### src/rtl/msk_clyde_inv_lin_stage.sv
// Masked Clyde-128 inverse linear layer stage (optional round constant, inverse L-box on row pairs).
// Latency: 1 cycle accept->out_valid when SERIAL=0, 2 cycles when SERIAL=1.
// Backpressure: holds out_state while out_ready=0; in_ready follows out_ready in FULL, 0 in HALF.
//
// Ports:
//   clk, rst          clock, synchronous active-high reset
//   in_valid/in_ready upstream handshake, in_state = 128*d bit-interleaved masked state
//   in_rc             4-bit public round constant (only with MSK_INV_LIN_RC_EN defined)
//   out_valid/out_ready downstream handshake, out_state driven straight from the state register
//   busy              high whenever the FSM is not IDLE
// Optional feature macro: MSK_INV_LIN_RC_EN (round-constant injection into share 0).
module msk_clyde_inv_lin_stage #(
    parameter int d      = 2,
    parameter int SERIAL = 0
) (
    input  logic              clk,
    input  logic              rst,
    input  logic              in_valid,
    output logic              in_ready,
    input  logic [128*d-1:0]  in_state,
`ifdef MSK_INV_LIN_RC_EN
    input  logic [3:0]        in_rc,
`endif
    output logic              out_valid,
    input  logic              out_ready,
    output logic [128*d-1:0]  out_state,
    output logic              busy
);

    localparam int RW = 32 * d;   // one row, all shares
    localparam int SW = 128 * d;  // whole state

    typedef enum logic [1:0] {
        IDLE = 2'd0,
        HALF = 2'd1,
        FULL = 2'd2
    } state_e;

    state_e          state_q, state_d;
    logic [SW-1:0]   sreg_q, sreg_d;
    logic            out_valid_q, busy_q;
    logic            accept;
    logic [SW-1:0]   in_x;          // in_state after round-constant injection
    logic [2*RW-1:0] pair0_nxt, pair1_nxt;

    // Rotating a bit-interleaved row right by n bit positions moves every share
    // together, i.e. a rotation of the packed vector by n*d.
    function automatic logic [RW-1:0] rotr(input logic [RW-1:0] v, input int n);
        logic [2*RW-1:0] t;
        t = {v, v} >> (n * d);
        return t[RW-1:0];
    endfunction

    // Inverse L-box; linear, so applying it to the packed shares is share-wise.
    // Returns {y', x'} to match the row-pair packing {row(2k+1), row(2k)}.
    function automatic logic [2*RW-1:0] lbox_inv(input logic [RW-1:0] x, input logic [RW-1:0] y);
        logic [RW-1:0] a, b, c, e;
        a = x ^ rotr(x, 25);
        b = y ^ rotr(y, 25);
        c = x ^ rotr(a, 31);
        e = y ^ rotr(b, 31);
        c = c ^ rotr(a, 20);
        e = e ^ rotr(b, 20);
        a = c ^ rotr(c, 31);
        b = e ^ rotr(e, 31);
        c = c ^ rotr(b, 26);
        e = e ^ rotr(a, 25);
        a = a ^ rotr(c, 17);
        b = b ^ rotr(e, 17);
        return {rotr(b, 16), rotr(a, 16)};
    endfunction

`ifdef MSK_INV_LIN_RC_EN
    // Constant bit lands on share 0 of bit 0 of each row of the pair.
    function automatic logic [2*RW-1:0] rc_pair(input logic [1:0] rc);
        logic [2*RW-1:0] v;
        v     = '0;
        v[0]  = rc[0];
        v[RW] = rc[1];
        return v;
    endfunction

    assign in_x = in_state ^ {rc_pair(in_rc[3:2]), rc_pair(in_rc[1:0])};
`else
    assign in_x = in_state;
`endif

    assign accept = in_valid && in_ready;

    if (SERIAL == 0) begin : g_par
        assign pair0_nxt = lbox_inv(in_x[RW-1:0],    in_x[2*RW-1:RW]);
        assign pair1_nxt = lbox_inv(in_x[3*RW-1:2*RW], in_x[4*RW-1:3*RW]);
    end else begin : g_ser
        logic [2*RW-1:0] sreg_hi_x;
        logic [2*RW-1:0] lb_in, lb_out;
`ifdef MSK_INV_LIN_RC_EN
        // Pair 1 is stored raw, so its constant bits wait here for the HALF cycle.
        logic [3:0] rc_q;
        always_ff @(posedge clk) begin
            if (rst) begin
                rc_q <= '0;
            end else if (accept) begin
                rc_q <= in_rc;
            end
        end
        assign sreg_hi_x = sreg_q[SW-1:2*RW] ^ rc_pair(rc_q[3:2]);
`else
        assign sreg_hi_x = sreg_q[SW-1:2*RW];
`endif
        // Single instance: fresh pair 0 on accept, stored pair 1 during HALF.
        assign lb_in     = (state_q == HALF) ? sreg_hi_x : in_x[2*RW-1:0];
        assign lb_out    = lbox_inv(lb_in[RW-1:0], lb_in[2*RW-1:RW]);
        assign pair0_nxt = lb_out;
        assign pair1_nxt = lb_out;
    end

    always_comb begin
        state_d = state_q;
        sreg_d  = sreg_q;
        case (state_q)
            IDLE, FULL: begin
                if (accept) begin
                    if (SERIAL != 0) begin
                        sreg_d  = {in_state[SW-1:2*RW], pair0_nxt};
                        state_d = HALF;
                    end else begin
                        sreg_d  = {pair1_nxt, pair0_nxt};
                        state_d = FULL;
                    end
                end else if ((state_q == FULL) && out_ready) begin
                    state_d = IDLE;
                end
            end
            HALF: begin
                sreg_d  = {pair1_nxt, sreg_q[2*RW-1:0]};
                state_d = FULL;
            end
            default: state_d = IDLE;
        endcase
    end

    always_ff @(posedge clk) begin
        if (rst) begin
            state_q     <= IDLE;
            sreg_q      <= '0;
            out_valid_q <= 1'b0;
            busy_q      <= 1'b0;
        end else begin
            state_q     <= state_d;
            sreg_q      <= sreg_d;
            out_valid_q <= (state_d == FULL);
            busy_q      <= (state_d != IDLE);
        end
    end

    assign in_ready  = (state_q == IDLE) || ((state_q == FULL) && out_ready);
    assign out_valid = out_valid_q;
    assign out_state = sreg_q;
    assign busy      = busy_q;

endmodule

### config.mk
export PLATFORM = sky130hd
export DESIGN_NAME = msk_clyde_inv_lin_stage
export DESIGN_NICKNAME = d
export VERILOG_FILES = /design/src/rtl/msk_clyde_inv_lin_stage.sv
export SDC_FILE = /design/constraint.sdc
export NUM_CORES = 1
export LEC_CHECK = 0
export CAP_MARGIN = 5
export CORE_ASPECT_RATIO = 1.1
export CORE_MARGIN = 4
export CORE_UTILIZATION = 48
export CTS_CLUSTER_SIZE = 16
export DETAILED_ROUTE_END_ITERATION = 7
export GPL_ROUTABILITY_DRIVEN = 1
export PLACE_DENSITY = 0.77
export SYNTH_ARGS = -nofsm -noshare
export SYNTH_HDL_FRONTEND = slang
export SYNTH_SLANG_ARGS = --single-unit
### constraint.sdc
create_clock -name clk -period 1.9 [get_ports clk]
set_input_delay 0.19 -clock clk [delete_from_list [all_inputs] [get_ports clk]]
set_output_delay 0.19 -clock clk [all_outputs]
set_load 0.01 [all_outputs]
* Word-level counts from Yosys, hierarchy flattened
Cells that the tools add are included.
** Storage, ports and cells
- Word-level logic and storage cells :: 48
- Register bits after elaboration :: 260
- Input bits :: 260
- Output and inout port bits :: 259
** Operators by class
- Multiplexer cells :: 5
- Bitwise logic cells :: 25
- Eq/ne operators :: 4
- Reductions and logical operators :: 9
** Operator list (count)
- $xor 64x64->64 :: 24
- $pmux 256 s2 :: 1
- $mux 256 :: 1
- $eq 2x2->1 const B :: 2
- $mux 2 :: 2
- $pmux 2 s2 :: 1
- $reduce_bool 2->1 :: 2
- $reduce_and 3->1 :: 1
- $eq 2x1->1 const B :: 1
- $logic_and 1x1->1 :: 2
- $logic_not 2->1 :: 1
- $ne 2x2->1 const B :: 1
- $reduce_and 2->1 :: 1
- $reduce_or 2->1 :: 1
- $logic_or 1x1->1 :: 1
- $not 1->1 :: 1

* Logic depth before layout (Yosys ltp)
Gate-level depths: netlist of run 1.
- Word-level depth :: 8
- Gate-level depth with buffers :: 7
- Gate-level depth less buffers :: 5

* Least setup slack after synthesis of run 1
OpenSTA, ideal clock, no wires.
- Path kind :: input to register
- Start :: input in_state[217]
- End :: register sreg_q[251] (netlist: out_state[251])
- Stages on the path :: 5
- Library setup time :: 0.117 ns
- Buffers on the path :: 0
- Required time :: 1.783 ns
- Slack :: -0.012 ns
- Arrival :: 1.795 ns
- Cell sequence :: xnor2_1 xor3_1 xnor2_1 xnor3_1 a22o_1
** Between the ends
- Word-level cells in the longest chain between the ends :: 7
** Ends and longest elaborated chain
- from (decl) :: line 20 : input logic [128*d-1:0] in_state,
- $xor 64x64->64 :: line 59 : b = y ^ rotr(y, 25);
- $xor 64x64->64 * :: line 61 : e = y ^ rotr(b, 31);
- $xor 64x64->64 * :: line 63 : e = e ^ rotr(b, 20);
- $xor 64x64->64 * :: line 65 : b = e ^ rotr(e, 31);
- $xor 64x64->64 * :: line 69 : b = b ^ rotr(e, 17);
- $mux 256 :: line 122 : if (accept) begin
- $pmux 256 s2 * :: line 120 : case (state_q)
- to (signal assigned) :: line 150 : sreg_q <= sreg_d;
- to (decl) :: line 40 : logic [SW-1:0] sreg_q, sreg_d;
Mark *: on every way between the ends. The rest lies on a longest branch, timed or not. The select of a mux whose other input is x is not followed.
A chain may end at the register's enable or synchronous reset.

* Worst setup path in the final report of run 1
- Start :: input in_state[180]
- End :: register sreg_q[166] (netlist: out_state[166])
** Between the ends
- Word-level cells in the longest chain between the ends :: 7
** Ends and longest elaborated chain
- $xor 64x64->64 * :: line 58 : a = x ^ rotr(x, 25);
- $xor 64x64->64 * :: line 60 : c = x ^ rotr(a, 31);
- $xor 64x64->64 * :: line 62 : c = c ^ rotr(a, 20);
- $xor 64x64->64 * :: line 64 : a = c ^ rotr(c, 31);
- $xor 64x64->64 * :: line 68 : a = a ^ rotr(c, 17);
- $mux 256 :: line 122
- $pmux 256 s2 * :: line 120
Marked as above.

==> results.txt, run 1 <==
placed cells - 3720
metal3 WL - 7.373 mm
Worst VDD drop - 0.001177 V
die span in y - 249.5 µm
pwr dens - 1361 mW/mm²
area delta synth->final - 62.55%
Crit Path Max Fanout - 3
synth unique cells - 27
initial antenna violation count - 1
CTS sink count - 260
Netlist Area Pre-Place - 0.02546 mm²
sequential-to-total area share from yosys stat - 0.2045
Final Cycle Share - 1.011
Via Count - 20330
CP max stage cell - clkdlybuf4s50_1
syn nets - 2097
cells along the critical path - clkdlybuf4s50_1 -> xnor3_1 -> xnor2_1 -> buf_4 -> xnor2_2 -> buf_4 -> xnor3_1 -> a22o_1
CTS clock-pin slew for the worst setup and hold paths - 0.06 ns
LEAKAGE - 21.77 nW
commonest cells after routing, fill and taps aside - 773 x buf_4, 377 x xnor3_1, 338 x clkdlybuf4s50_1
pre-CTS setup slack - -0.8554 ns
hpwl dp - 78.24 mm
GP Congestion - 1.003
outcome - finished with violations
total wire length - 98.92 mm
failing checks - setup timing
Fin Clk Skew - 0.02136 ns
vias per cell - 5.321
endpoint class of the critical path - flip-flop
DRC Markers - 0
Total GRT Usage - 0.3295
drt wl/cell - 25.89 µm
met1 WL - 37.48 mm
clock root buffer - clkbuf_16
Final Hold Viols - 0
clk_lat worst skew - 0.57 ns
H-tree levels - 1
Primary FF master, synth - dfxtp_1
first-pass GRT wire length - 139.7 mm
Gate Count Post-Synth - 1837
RSZ-0062 raised after global routing - yes
asr flop ratio synth - 0
Reg area - 0.005206 mm²
minimum clock period - 1.921 ns
gr ovfl total - 0
first drt pass iteration count - 4
Avg Cell Area, Syn - 13.86 µm²
commonest non-fill, non-tap cell in the layout - buf_4
Top Metal Used - met5
total CTS buffers - 30
First DRT Iteration DRCs - 1448
arrival time of the worst setup path - 2.38 ns
Nets - 3384
clk buf depth - 3
core area - 0.05252 mm²
ANT nets after route - 0
Post-synth EDFFs - 0
Fill cells - 3018
Synth warnings - 0
Post-Layout Inst Area - 0.04138 mm²
worst min path class - in -> reg
Multi-input gate area - 0.02249 mm²
Setup Crit Path Kind - in -> reg
Port Buf Inserts - 518
Synth Register Bits - 260
Die Footprint - 0.05679 mm²
initial core utilization - 0.4847
placed instance area - 0.03720 mm²
vias in the first global route - 21950
# IOs - 519
die width - 227.6 µm
met2 WL post-DR - 49.44 mm
num rows - 88
Non-Filler Instances - 3821
Worst setup SP type - input pin
final core area utilization - 0.7879
crit-path max cell delay - 0.57 ns
f_max - 0.5205 GHz
Pins Over Slew Limit - 0
largest net degree at the start of global routing - 55
layout cell share with drive strength beyond 1 - 0.4261
final setup vio count - 14
MaxCap Viol Count - 0
PnR worst setup slack - -0.02112 ns
CP required - 2.36 ns
r2r setup slk - 0.30 ns
CTS tree - done
stage by stage:
stage	setup TNS, ns	hold slack (ns)	total power, W
after floorplan	0	0.4225	0.03001
after global placement	-152.71	0.4396	0.04588
after detailed placement	-160.04	0.4410	0.04643
after CTS	-0.5412	0.3664	0.05436
after global routing	-0.9824	0.4167	0.05833
final	-0.1008	0.3825	0.05630
what timing repair did:
action	in CTS	in global routing
buffers inserted	17	31
resized for setup	288	329
hold buffers	0	0
pin swaps	70	136
setup endpoints to repair	189	215
metal layers:
layer / up-vias / track usage
li1: 8877 / -
met1: 10190 / 0.4180
met2: 1019 / 0.5711
met3: 241 / 0.05341
met4: 2 / 0.1152
met5: - / 0
Yosys cell counts (3+ instances only):
master | count | area share
a211oi_1 | 3 | 0.00088
a22o_1 | 137 | 0.047
buf_2 | 7 | 0.0014
clkbuf_1 | 55 | 0.0081
clkbuf_2 | 4 | 0.00079
dfxtp_1 | 260 | 0.20
nand2_1 | 120 | 0.018
nor2_1 | 4 | 0.00059
o21ai_0 | 83 | 0.016
o21ai_1 | 36 | 0.0071
xnor2_1 | 190 | 0.065
xnor2_2 | 72 | 0.046
xnor2_4 | 3 | 0.0032
xnor3_1 | 484 | 0.43
xnor3_2 | 5 | 0.0047
xor2_1 | 316 | 0.11
xor2_2 | 24 | 0.015
xor3_1 | 21 | 0.020
registers in the layout (all words and copies together), names as in the netlist:
signal,cells
out_state,256
state_q,2
busy,1
out_valid,1
final timing paths:
kind,startpoint,to,depth (start not counted)
setup / recovery,in_state[180],out_state[166],8
hold / removal,rst,state_q[1],3
setup reg to reg,state_q[1],out_state[88],8
hold reg to reg,out_state[148],out_state[148],2
critical path: cells and delay by family:
| kind | cells | cell delay, ns |
|---|---|---|
| buffers and inverters | 3 | 0.94 |
| xor gates and xnor gates | 4 | 1.02 |
| AOI/OAI and AO/OA | 1 | 0.22 |
power breakdown:
| group | leakage, nW | internal (W) | total (W) | switching, W |
|---|---|---|---|---|
| logic | 19.1 | 0.0242 | 0.0403 | 0.0161 |
| registers | 2.14 | 0.00757 | 0.00956 | 0.00199 |
| clock network | 0.522 | 0.00396 | 0.00644 | 0.00248 |
kinds of logic after synthesis:
| family | synth area share |
|---|---|
| simple gates | 0.01971 |
| buf+inv | 0.01072 |
| xor+xnor | 0.6931 |
| other cells | 0.0001473 |
| flops | 0.2045 |
| compound gates | 0.07181 |
cell type report:
type	instances	share of cell area
sequential	260	0.1258
antenna	1	0.00006048
timing repair buffer	1323	0.2840
multi-input combinational	1509	0.5436
clock buffer	36	0.01944
tap	675	0.02041
clock inverter	17	0.006652
Note: power is estimated with default switching activity, not from simulation.
==> inputs of run 2 (changes only) <==
--- a/config.mk
+++ b/config.mk
@@ -8,11 +8,12 @@
 export CAP_MARGIN = 5
 export CORE_ASPECT_RATIO = 1.1
 export CORE_MARGIN = 4
-export CORE_UTILIZATION = 48
+export CORE_UTILIZATION = 52
 export CTS_CLUSTER_SIZE = 16
 export DETAILED_ROUTE_END_ITERATION = 7
 export GPL_ROUTABILITY_DRIVEN = 1
-export PLACE_DENSITY = 0.77
+export GPL_TIMING_DRIVEN = 0
+export PLACE_DENSITY = 0.8
 export SYNTH_ARGS = -nofsm -noshare
 export SYNTH_HDL_FRONTEND = slang
 export SYNTH_SLANG_ARGS = --single-unit
==> constraint.sdc (replaced) <==
create_clock -name clk -period 2 [get_ports clk]
set_input_delay 0.3 -clock clk [delete_from_list [all_inputs] [get_ports clk]]
set_output_delay 0.3 -clock clk [all_outputs]
set_load 0.01 [all_outputs]
==> results.txt, run 2 (synthesized netlist as in run 1, its figures left out) <==
initial antenna violation count - 3
minimum clock period - 2.077 ns
r2r startpoint - state_q[1]
crit path to - out_state[193]
arrival time of the worst setup path - 2.59 ns
Setup Crit Path Kind - in -> reg
DRC Markers - 0
Pins Over Slew Limit - 0
first-pass GRT wire length - 133.5 mm
die width - 219.0 µm
crit path from - in_state[179]
total wire length - 95.98 mm
r2r setup slk - 0.13 ns
f_max - 0.4814 GHz
pre-CTS setup slack - -1.122 ns
endpoint class of the critical path - flip-flop
first drt pass iteration count - 6
largest net degree at the start of global routing - 15
CP required - 2.51 ns
clock root buffer - clkbuf_16
gr ovfl total - 0
RSZ-0062 raised after global routing - yes
Port Buf Inserts - 505
hpwl dp - 74.78 mm
final core area utilization - 0.7825
worst min path class - in -> reg
Hold WS - 0.2602 ns
MaxCap Viol Count - 0
drt wl/cell - 30.58 µm
CTS sink count - 260
pwr dens - 1306 mW/mm²
vias per cell - 5.767
Final Cycle Share - 1.039
CTS tree - done
Fin Clk Skew - 0.01581 ns
layout cell share with drive strength beyond 1 - 0.3482
Worst slew margin - 0.5668
clk_lat worst skew - 0.57 ns
# IOs - 519
First DRT Iteration DRCs - 1665
CTS clock-pin slew for the worst setup and hold paths - 0.06 ns
Worst VDD drop - 0.0008677 V
Total GRT Usage - 0.3508
ANT nets after route - 0
commonest cells after routing, fill and taps aside - 319 x xnor3_1, 289 x clkdlybuf4s50_1, 260 x dfxtp_1
number of flip-flops in the largest register - 256
Nets - 2730
Crit Path Max Fanout - 3
core area - 0.04814 mm²
failing checks - setup timing
area delta synth->final - 47.96%
outcome - finished with violations
vias in the first global route - 19130
GP Congestion - 0.9801
Via Count - 18100
LEAKAGE - 18.75 nW
Final Power - 0.04918 W
H-tree levels - 1
commonest non-fill, non-tap cell in the layout - xnor3_1
Worst-Margin Slew - 0.6498 ns
initial core utilization - 0.5288
Worst setup SP type - input pin
clk buf depth - 3
R2R depth - 7
r2r endpoint - out_state[37]
PnR worst setup slack - -0.07730 ns
Final Hold Viols - 0
num rows - 84
total CTS buffers - 29
die span in y - 240.1 µm
Die Footprint - 0.05256 mm²
final setup vio count - 8
run 2: changes by cell type in the layout (fill, tap and decap cells not counted), moves of 18 or more:
cell | before | now
xnor3_1 | 377 | 319
clkdlybuf4s50_1 | 338 | 289
xnor2_1 | 87 | 63
buf_4 | 773 | 91
xnor2_4 | 30 | 52
buf_12 | 25 | 7
xor2_2 | 151 | 192
xor2_4 | 15 | 75
xor2_1 | 174 | 73
dlygate4sd2_1 | 68 | 114
clkbuf_2 | 1 | 53
xnor3_2 | 112 | 170
run 2: per-layer routing:
metal | up-vias | part of all wire | track usage
met5 | - | 0.00027 | 0
met4 | 4 | 0.048 | 0.1272
met3 | 237 | 0.096 | 0.06661
met2 | 1184 | 0.49 | 0.5884
met1 | 9188 | 0.36 | 0.4608
li1 | 7491 | - | -
run 2: how the worst min path moves through the flow:
stage	from	endpoint	depth (start not counted)	slack, ns
after floorplan	out_state[35]	out_state[35]	2	0.47
after global placement	out_state[26]	out_state[26]	2	0.44
after detailed placement	out_state[7]	out_state[7]	2	0.44
after CTS	rst	out_valid	2	0.20
after global routing	rst	state_q[1]	2	0.29
final	rst	state_q[1]	2	0.26
run 2: repair_timing:
item | in CTS | in global routing
pin swaps | 117 | 70
setup endpoints to repair | 253 | 253
resized for setup | 696 | 278
hold buffers | 0 | 0
setup buffers | 68 | 29
run 2: cell type report:
cell class,instances,area (µm²)
Antenna cell,1,2.502
Tap cell,645,807.0
Timing Repair Buffer,602,5956
Clock buffer,40,827.0
Fill cell,2707,10470
Clock inverter,14,142.6
Buffer,68,340.3
Sequential cell,260,5205
Multi-Input combinational cell,1509,24380
run 2: power breakdown:
part           internal, W  total (W)  switching, W  leakage, nW
clock network      0.00316    0.00550       0.00234        0.473
registers          0.00719    0.00906       0.00186         2.14
logic               0.0196     0.0346        0.0150         16.1
run 2: critical path, cell delays in order:
cell and delay [ns]:
clkdlybuf4s50_1 0.57, xnor2_1 0.45, xor3_1 0.42, xor2_1 0.33, xor2_1 0.33, a22o_1 0.18
run 2: per-stage QoR:
step / setup TNS [ns] / std cells / area (µm²)
CTS: -0.6114 / 3109 / 36270
global route: -0.4928 / 3139 / 37660
floorplan: 0 / 1837 / 25470
finish: -0.1611 / 3139 / 37660
detailed placement: -197.05 / 2987 / 31330
global placement: -193.35 / 2987 / 31330
